<file path="config.mk">
export PLATFORM = sky130hd
export DESIGN_NAME = fetch_sequencer
export DESIGN_NICKNAME = d
export VERILOG_FILES = /design/src/rtl/fetch_sequencer.sv
export SDC_FILE = /design/constraint.sdc
export NUM_CORES = 1
export LEC_CHECK = 0
export CORE_MARGIN = 2
export CORE_UTILIZATION = 27
export DETAILED_ROUTE_END_ITERATION = 8
export SYNTH_ARGS = -nofsm -noshare
export SYNTH_HDL_FRONTEND = slang
export SYNTH_SLANG_ARGS = --single-unit
</file>
<file path="constraint.sdc">
create_clock -name Clk -period 5.1 [get_ports Clk]
set_clock_uncertainty 0.1 [all_clocks]
set_input_delay 1.53 -clock Clk [delete_from_list [all_inputs] [get_ports Clk]]
set_output_delay 1.53 -clock Clk [all_outputs]
set_load 0.1 [all_outputs]
</file>
<file path="src/rtl/fetch_sequencer.sv">
// fetch_sequencer: program counter and fetch controller for the 9-bit core.
// It runs the IDLE/RUN/DONE handshake, executes BR/BRZ through an
// 8-entry branch-target LUT, and detects halt and end of program.
// Optional feature macro: FETCH_SEQ_CYCLE_COUNT_EN enables the saturating
// RUN-cycle counter on CycleCount. When it is not defined, CycleCount is 0.
module fetch_sequencer #(
  parameter int ADDR_W   = 7,
  parameter int MAX_ADDR = 127
) (
  input  logic              Clk,
  input  logic              Reset,
  input  logic              Start,
  input  logic [8:0]        Instr,
  input  logic              Zero,
  input  logic              Stall,
  input  logic              LutWe,
  input  logic [2:0]        LutIdx,
  input  logic [ADDR_W-1:0] LutData,
  output logic [ADDR_W-1:0] InstAddress,
  output logic              Busy,
  output logic              Done,
  output logic [15:0]       CycleCount
);

  typedef enum logic [1:0] {
    S_IDLE = 2'd0,
    S_RUN  = 2'd1,
    S_DONE = 2'd2
  } state_t;

  localparam logic [2:0]        OP_BR    = 3'b110;
  localparam logic [2:0]        OP_BRZ   = 3'b111;
  localparam logic [ADDR_W-1:0] LAST_PC  = ADDR_W'(MAX_ADDR);

  state_t            state_q, state_d;
  logic [ADDR_W-1:0] pc_q, pc_d;

  // Branch-target table. It is deliberately not reset, so targets survive
  // a Reset and persist between runs.
  logic [ADDR_W-1:0] lut_q [8];

  logic [2:0]        opcode;
  logic [ADDR_W-1:0] branch_target;
  logic              branch_taken;
  logic              unused_instr_bits;

  assign opcode            = Instr[8:6];
  assign branch_target     = lut_q[Instr[2:0]];
  assign branch_taken      = (opcode == OP_BR) || ((opcode == OP_BRZ) && Zero);
  assign unused_instr_bits = ^Instr[5:3];

  // The LUT is written only from IDLE. Reset blocks the write on the same edge.
  always_ff @(posedge Clk) begin
    if (!Reset && LutWe && (state_q == S_IDLE)) begin
      lut_q[LutIdx] <= LutData;
    end
  end

  // State and PC registers.
  always_ff @(posedge Clk) begin
    if (Reset) begin
      state_q <= S_IDLE;
      pc_q    <= '0;
    end else begin
      state_q <= state_d;
      pc_q    <= pc_d;
    end
  end

  // Next-state and next-PC. A stall freezes the whole decision, so a
  // stalled BRZ looks at Zero again on the cycle it finally proceeds.
  always_comb begin
    state_d = state_q;
    pc_d    = pc_q;
    case (state_q)
      S_IDLE: begin
        pc_d = '0;
        if (Start) begin
          state_d = S_RUN;
        end
      end
      S_RUN: begin
        if (!Stall) begin
          if (branch_taken) begin
            // A branch to itself is the halt idiom. The PC stays frozen on it.
            if (branch_target == pc_q) begin
              state_d = S_DONE;
            end else begin
              pc_d = branch_target;
            end
          end else if (pc_q == LAST_PC) begin
            // End of program. There is no wrap to address 0.
            state_d = S_DONE;
          end else begin
            pc_d = pc_q + ADDR_W'(1);
          end
        end
      end
      S_DONE: begin
        if (!Start) begin
          state_d = S_IDLE;
          pc_d    = '0;
        end
      end
      default: begin
        state_d = S_IDLE;
        pc_d    = '0;
      end
    endcase
  end

  assign InstAddress = pc_q;
  assign Busy        = (state_q == S_RUN);
  assign Done        = (state_q == S_DONE);

`ifdef FETCH_SEQ_CYCLE_COUNT_EN
  logic [15:0] cycle_cnt_q, cycle_cnt_d;

  // Count every RUN cycle, stalls included. The count saturates and is held
  // until the next Start.
  always_comb begin
    cycle_cnt_d = cycle_cnt_q;
    if ((state_q == S_IDLE) && Start) begin
      cycle_cnt_d = '0;
    end else if ((state_q == S_RUN) && (cycle_cnt_q != 16'hFFFF)) begin
      cycle_cnt_d = cycle_cnt_q + 16'd1;
    end
  end

  // Cycle counter register.
  always_ff @(posedge Clk) begin
    if (Reset) begin
      cycle_cnt_q <= '0;
    end else begin
      cycle_cnt_q <= cycle_cnt_d;
    end
  end

  assign CycleCount = cycle_cnt_q;
`else
  assign CycleCount = '0;
`endif

endmodule

</file>
Yosys cells after proc, flatten, opt, wreduce, memory -nomap -nowiden
Memory sizes are Yosys's and may differ from the RTL's. Cells that the tools add are included. W data, S select, Z words.

Flip-flop bits (word level): 9. Bits in writable memories: 56. Input port bits: 25. Output and inout bits: 25. Memories: 1.

Add/subtract/negate cells: 1. Equal/unequal tests: 13. Multiplexer cells: 15. Reduce and logical (&&, ||, !) cells: 8.

Memories: lut_q (words 8, bits a word 7, read ports 1, clocked after memory_dff 0, write ports 1, line 40) `logic [ADDR_W-1:0] lut_q [8];`.

Operator list (count): $mux W7 (5); $pmux W7 S2 (1); $mux W2 (6); $add A7 B1 Y7 const B (1); $eq A7 B7 Y1 (1); $eq A7 B7 Y1 const B (1); $eq A3 B3 Y1 const B (2); $ne A2 B2 Y1 const B (3); $ne A3 B3 Y1 const B (2); $pmux W2 S3 (1); $reduce_and A5 Y1 (1); $reduce_and A4 Y1 (1); $logic_and A1 B1 Y1 (3); $ne A3 B1 Y1 const B (1); $ne A3 B2 Y1 const B (1); $eq A2 B1 Y1 const B (1); $eq A2 B2 Y1 const B (1); $logic_not A2 Y1 (1); $mux W1 (2); $logic_not A1 Y1 (1); $logic_or A1 B1 Y1 (1).

Logic depth before layout (Yosys ltp)
Gate-level depths: netlist of the first run.

Depth in word-level cells: 6. Depth in mapped cells: 9.

Least setup slack after synthesis of the first run
Ideal clock, no wire load.

Kind: input-to-reg. From: input Instr[1]. To: register pc_q[1], in the netlist InstAddress[1]. Arrival time: 3.394 ns. Data required time: 4.879 ns. Setup slack: 1.485 ns. Stages on the path: 8. Buffers on the path: 1. Cell sequence: buf_6 > mux4_2 > mux2i_4 > xor2_2 > o2111ai_2 > nor4_4 > nor2_4 > mux2_4.

Cells in the longest elaborated chain, start to end: 5. Elaborated cells on any way between the ends: 8. Those cells by class: eq/ne: 2; mux: 4; reduce/logical: 1; memory: 1.

Ends and longest elaborated chain: start, declared (line 13) `input logic [8:0] Instr,`; $mem_v2 Z8 W7 (*); branches (longest 4 deep; another with $eq A7 B7 Y1); end signal, assigned (line 66) `pc_q <= pc_d;`; end, declared (line 36) `logic [ADDR_W-1:0] pc_q, pc_d;`.

Every way passes the cells marked *. The select of a mux whose other input is x is not followed. A chain may end at the register's enable or synchronous reset.

Worst setup path after layout of the first run
From: input Instr[0]. To: register pc_q[1], in the netlist InstAddress[1].

Same word-level chain as after synthesis.

==> results of run 1 <==
## flip-flops by register name, indices dropped and copies added, names as in the netlist
name,flops
lut_q,56
InstAddress,7
state_q,2
## logic make-up (layout without fill, tap and decap cells)
logic type | count (synthesis) | in the layout | share of synthesized area [%]
buf+inv | 27 | 58 | 5.816
simple gates | 65 | 65 | 10.99
compound gates | 34 | 34 | 7.742
fa+ha+maj | 1 | 1 | 0.4011
flops | 65 | 65 | 59.69
xor+xnor | 7 | 7 | 2.207
mux | 30 | 30 | 13.04
other cells | 1 | 16 | 0.1202
## power breakdown
| part | leakage (nW) | total [W] | internal [W] | switching, W |
|---|---|---|---|---|
| clock network | 0.162 | 0.000698 | 0.000477 | 0.000221 |
| logic | 0.642 | 0.000161 | 0.0000473 | 0.000114 |
| registers | 0.578 | 0.000588 | 0.000584 | 0.00000429 |
| total | 1.38 | 0.00145 | 0.00111 | 0.000339 |
## cells in the mapped netlist, drive strengths merged (3+ instances only)
cell / count
o22ai: 3
nor2: 19
o21ai: 8
nand2b: 11
dfxtp: 9
mux4: 6
xor2: 4
edfxtp: 56
mux2: 9
nor3: 6
o21a: 3
xnor2: 3
buf: 20
nand3: 6
inv: 5
nor2b: 4
mux2i: 15
o211ai: 4
a22o: 3
nand2: 11
## final cells by class
class	instances	area (sq um)	share of cell area [%]
multi-input combinational	153	1132	29.09
sequential	65	1862	47.83
clock buffer	9	225.2	5.786
inverter	5	18.77	0.4822
clock inverter	6	115.1	2.957
tap	143	178.9	4.597
timing repair buffer	38	360.3	9.257
## worst reg2reg max path, cell delays in order (launching register included)
cell	delay [ps]
edfxtp_1	370
mux4_1	550
mux2i_4	230
xor2_2	170
o2111ai_2	160
nor4_4	380
nor2_4	120
mux2_4	320
## per-stage QoR
step | total power [W] | worst slack, ps | std cells | hold slack, ps | utilization, %
2_1_floorplan | 0.0007294 | 1485 | 245 | 361.5 | -
3_3_place_gp | 0.0007600 | 544.9 | 404 | 381.7 | 31.24
3_5_place_dp | 0.0007613 | 498.9 | 404 | 405.7 | 31.24
4_1_cts | 0.001463 | 828.9 | 419 | 418.3 | 34.24
5_1_grt | 0.001498 | 686.7 | 419 | 435.1 | 34.24
6_report | 0.001447 | 878.8 | 419 | 413.8 | 34.24
## how the worst min path moves through the flow
stage                from         end  slack (ps)  depth (start not counted)
4_1_cts        state_q[0]  state_q[0]         420                          1
6_report       state_q[0]  state_q[0]         410                          1
2_1_floorplan  state_q[0]  state_q[0]         360                          1
3_5_place_dp   state_q[0]  state_q[0]         410                          1
5_1_grt        state_q[0]  state_q[0]         440                          1
3_3_place_gp   state_q[0]  state_q[0]         380                          1
## metal layers
metal	vias up	track usage (%)	part of all wire (%)	routed length [um]
li1	918	-	-	-
met1	897	12.85	45	2780
met2	67	17.44	49	3036
met3	4	3.919	5.8	358
met4	0	2.963	0.66	41
met5	-	0	0	0
==> impl_metrics.yaml, run 1 <==
status:
  status: "complete, no violations"
timing:
  relSlewSlack_pct: 35.28
  hold_viol: 0
  layout_min_cycle_time_ps: 4221
  tightest_slew_ps: 967.8
  slew_violations: 0
  fmax_mhz: 236.9
  post-route-period-util_pct: 82.77
  rsz0062_at_grt: "no"
  fin_tns_setup_ps: 0
  setup_viol_count_final: 0
clock_tree:
  numCtsBuffers: 9
  clk_pin_slew_ps: 50
  cts_resized: 0
  htreeDepth: 3
  cts_sinks: 65
  post_cts.repair.setup_buffers: 0
  cts-root-buf: "clkbuf_16"
  cts_buffer_depth: 2
  insertion_delay_ps: 320
  cts_tree: "built"
  hold_buffers: 0
routing:
  vias_per_cell: 4.501
  dr.pass1.iters: 4
  drcViolationCount: 0
  drt-initial-drc-count: 125
  vias: 1886
  ant_nets: 0
  wl_per_cell_um: 14.83
  wl_um: 6215
grt:
  grt_pass1_vias: 1894
  grt_antenna_before_repair: 0
  track_usage_pct: 10.49
  grt_first_pass_wirelength_um: 9970
  grt_max_degree: 20
  grt.overflow.total: 0
critical_path:
  crit_required_ps: 5210
  startpoint_type: "input pin"
  critPathKind: "in2reg"
  critical_path.top_delay_family: "buffers and inverters"
  crit_buf_inv: 2
  crit_start: "Instr[0]"
  cp-endpoint: "InstAddress[1]"
  reg2reg_from: "lut_q[5][5]"
  cpMaxStageDelayCell: "clkdlybuf4s50_1"
  worst-path-stages: 9
  cp.arrival_ps: 4330
  r2r_setup_slack_ps: 2600
  end_kind: "flop"
  crit_path_max_incr_delay_ps: 770
  ff2ff_path_depth: 7
  timing.rr.end: "InstAddress[1]"
  crit_chain: "clkdlybuf4s50_1 -> buf_4 -> mux2_2 -> o22ai_1 -> nor3_1 -> o21ai_0 -> nor4_4 -> nor2_4 -> mux2_4"
  cp_max_fo: 15
finish:
  most-common-layout-cells: "edfxtp_1, clkdlybuf4s50_1, nor2_1, conb_1, mux2i_1"
  drive_gt1_share_pct: 15.22
  antennaDiodeCount: 0
  fin_area_sq_um: 3892
  final_common_cell: "edfxtp_1"
  syn_to_final_growth_pct: 24.79
  fillers: 1088
  nets: 298
placement:
  dpl_cell_area_sq_um: 3552
  io_buffer_count: 30
  hpwl_um: 4457
  place.gp.congestion: 0.7922
power_and_ir_drop:
  p_leak_nw: 1.382
  vdd_drop_max_uv: 144.5
  p_per_area_nw_per_um2: 371.8
synth:
  async_flop_share_pct: 0
  synth_ff_type: "edfxtp_1"
  synth_cell_types: 44
  syn_area_per_cell_sq_um: 13.56
  ys_top_cells_by_area: "edfxtp_1, dfxtp_1, mux2i_1"
  synth_top_cell_area_share_pct: 53.91
  yosys_warnings: 0
  synthesis.area_sq_um: 3119
  synth_edf_count: 56
  synth_cells: 230
  synth_seq_cells: 65
  synth_top_area_cell: "edfxtp_1"
  seq_area_frac_synth_pct: 59.69
die:
  dieHeight_um: 111.5
  die_w_um: 111.5
  die-area_sq_um: 12430
  row_count: 39
  start_util_pct: 27.43
  boundaryPins: 50
  design.core.area_sq_um: 11370
flow_run:
  maxCapViolations: 0
min_path:
  min_path_type: "reg2reg"
Note: power is estimated with default switching activity, not from simulation.
==> inputs of run 2 (changes only) <==
==> constraint.sdc (replaced) <==
create_clock -name Clk -period 4.2 [get_ports Clk]
set_clock_uncertainty 0.1 [all_clocks]
set_input_delay 1.26 -clock Clk [delete_from_list [all_inputs] [get_ports Clk]]
set_output_delay 1.26 -clock Clk [all_outputs]
set_load 0.1 [all_outputs]
==> impl_metrics.yaml, run 2 (synthesis gave the netlist of run 1 again) <==
clock_tree:
  htreeDepth: 3
  clk_pin_slew_ps: 60
  cts_tree: "built"
  cts-root-buf: "clkbuf_16"
  cts_buffer_depth: 2
  numCtsBuffers: 9
  insertion_delay_ps: 330
  hold_buffers: 0
  cts_sinks: 65
  cts_resized: 0
  post_cts.repair.setup_buffers: 0
critical_path:
  cp.arrival_ps: 3840
  startpoint_type: "input pin"
  cpMaxStageDelayCell: "mux4_2"
  critical_path.top_delay_family: "multiplexers"
  crit_chain: "clkdlybuf4s50_1 -> buf_12 -> mux4_2 -> mux2i_1 -> xor2_1 -> nand3_1 -> nor4_4 -> nor2_4 -> mux2_4"
  crit_path_max_incr_delay_ps: 520
  crit_required_ps: 4320
  crit_buf_inv: 2
  critPathKind: "in2reg"
  cp_max_fo: 21
  end_kind: "flop"
finish:
  nets: 306
  top_register: "lut_q"
  final_cell_count_no_fill: 428
  fin_area_sq_um: 3885
  syn_to_final_growth_pct: 24.55
  final_common_cell: "edfxtp_1"
  most-common-layout-cells: "edfxtp_1, clkdlybuf4s50_1, buf_4, nor2_1, conb_1"
  antennaDiodeCount: 0
  largest_register_ffs: 56
  fillers: 1116
  drive_gt1_share_pct: 20.00
timing:
  fin_tns_setup_ps: 0
  relSlewSlack_pct: 35.76
  timing.hold.ws_ps: 406.7
  slew_violations: 0
  fmax_mhz: 269.0
  rsz0062_at_grt: "no"
  layout_min_cycle_time_ps: 3718
  tightest_slew_ps: 960.5
  hold_viol: 0
  setup_viol_count_final: 0
  post-route-period-util_pct: 88.52
grt:
  grt_first_pass_wirelength_um: 10080
  track_usage_pct: 10.63
  grt.overflow.total: 0
  grt_max_degree: 22
  grt_antenna_before_repair: 0
  grt_pass1_vias: 1960
routing:
  vias: 1917
  wl_per_cell_um: 14.57
  ant_nets: 0
  drcViolationCount: 0
  wl_um: 6236
  dr.pass1.iters: 4
  drt-initial-drc-count: 129
  vias_per_cell: 4.479
die:
  die_w_um: 111.5
  dieHeight_um: 111.5
  die-area_sq_um: 12430
  start_util_pct: 27.43
  row_count: 39
  design.core.area_sq_um: 11370
  boundaryPins: 50
placement:
  io_buffer_count: 30
  place.gp.congestion: 0.7727
  dpl_cell_area_sq_um: 3607
  placedCellCount: 412
  hpwl_um: 4375
power_and_ir_drop:
  p_leak_nw: 1.406
  vdd_drop_max_uv: 159.2
  p_per_area_nw_per_um2: 412.1
status:
  status: "complete, no violations"
min_path:
  min_path_type: "reg2reg"
flow_run:
  maxCapViolations: 0
## run 2: cell types whose count changed in the layout (fill, tap and decap cells not counted), sizes merged
cell and delta:
clkinvlp +2, inv +2, clkdlybuf4s50 -7, buf +15
bufinv -3
## run 2: power by group
group | leakage, nW | switching [W] | internal, W
combinational | 0.701 | 0.000139 | 0.0000606
clock | 0.127 | 0.000284 | 0.000403
sequential | 0.578 | 0.00000543 | 0.000709
## run 2: area by class of cell
type / count / area (sq um) / area share, %
Sequential cell: 65 / 1862 / 47.92
Timing Repair Buffer: 46 / 415.4 / 10.69
Tap cell: 143 / 178.9 / 4.605
Inverter: 5 / 18.77 / 0.4831
Clock buffer: 9 / 225.2 / 5.797
Clock inverter: 7 / 52.55 / 1.353
Multi-Input combinational cell: 153 / 1132 / 29.15
## run 2: stage by stage
stage | util (%) | power [W] | worst slack, ps
floorplan | - | 0.0008857 | 854.8
global placement | 31.73 | 0.0009258 | 153.6
detailed placement | 31.73 | 0.0009280 | 139.6
CTS | 34.17 | 0.001619 | 469.6
global route | 34.17 | 0.001659 | 350.0
finish | 34.17 | 0.001601 | 482.1
## run 2: path summary, 6_finish.rpt
path	cells past startpoint	endpoint	slack, ps	start
max reg2reg	7	InstAddress[1]	1710	lut_q[3][5]
min reg2reg	1	state_q[0]	410	state_q[0]
max	9	InstAddress[1]	480	Instr[0]
min	1	state_q[0]	410	state_q[0]
## run 2: metal layers
metal	track usage [%]	routed length, um
met1	13.10	2742
met4	4.444	109
met3	3.321	453
met2	17.36	2931
met5	0	0
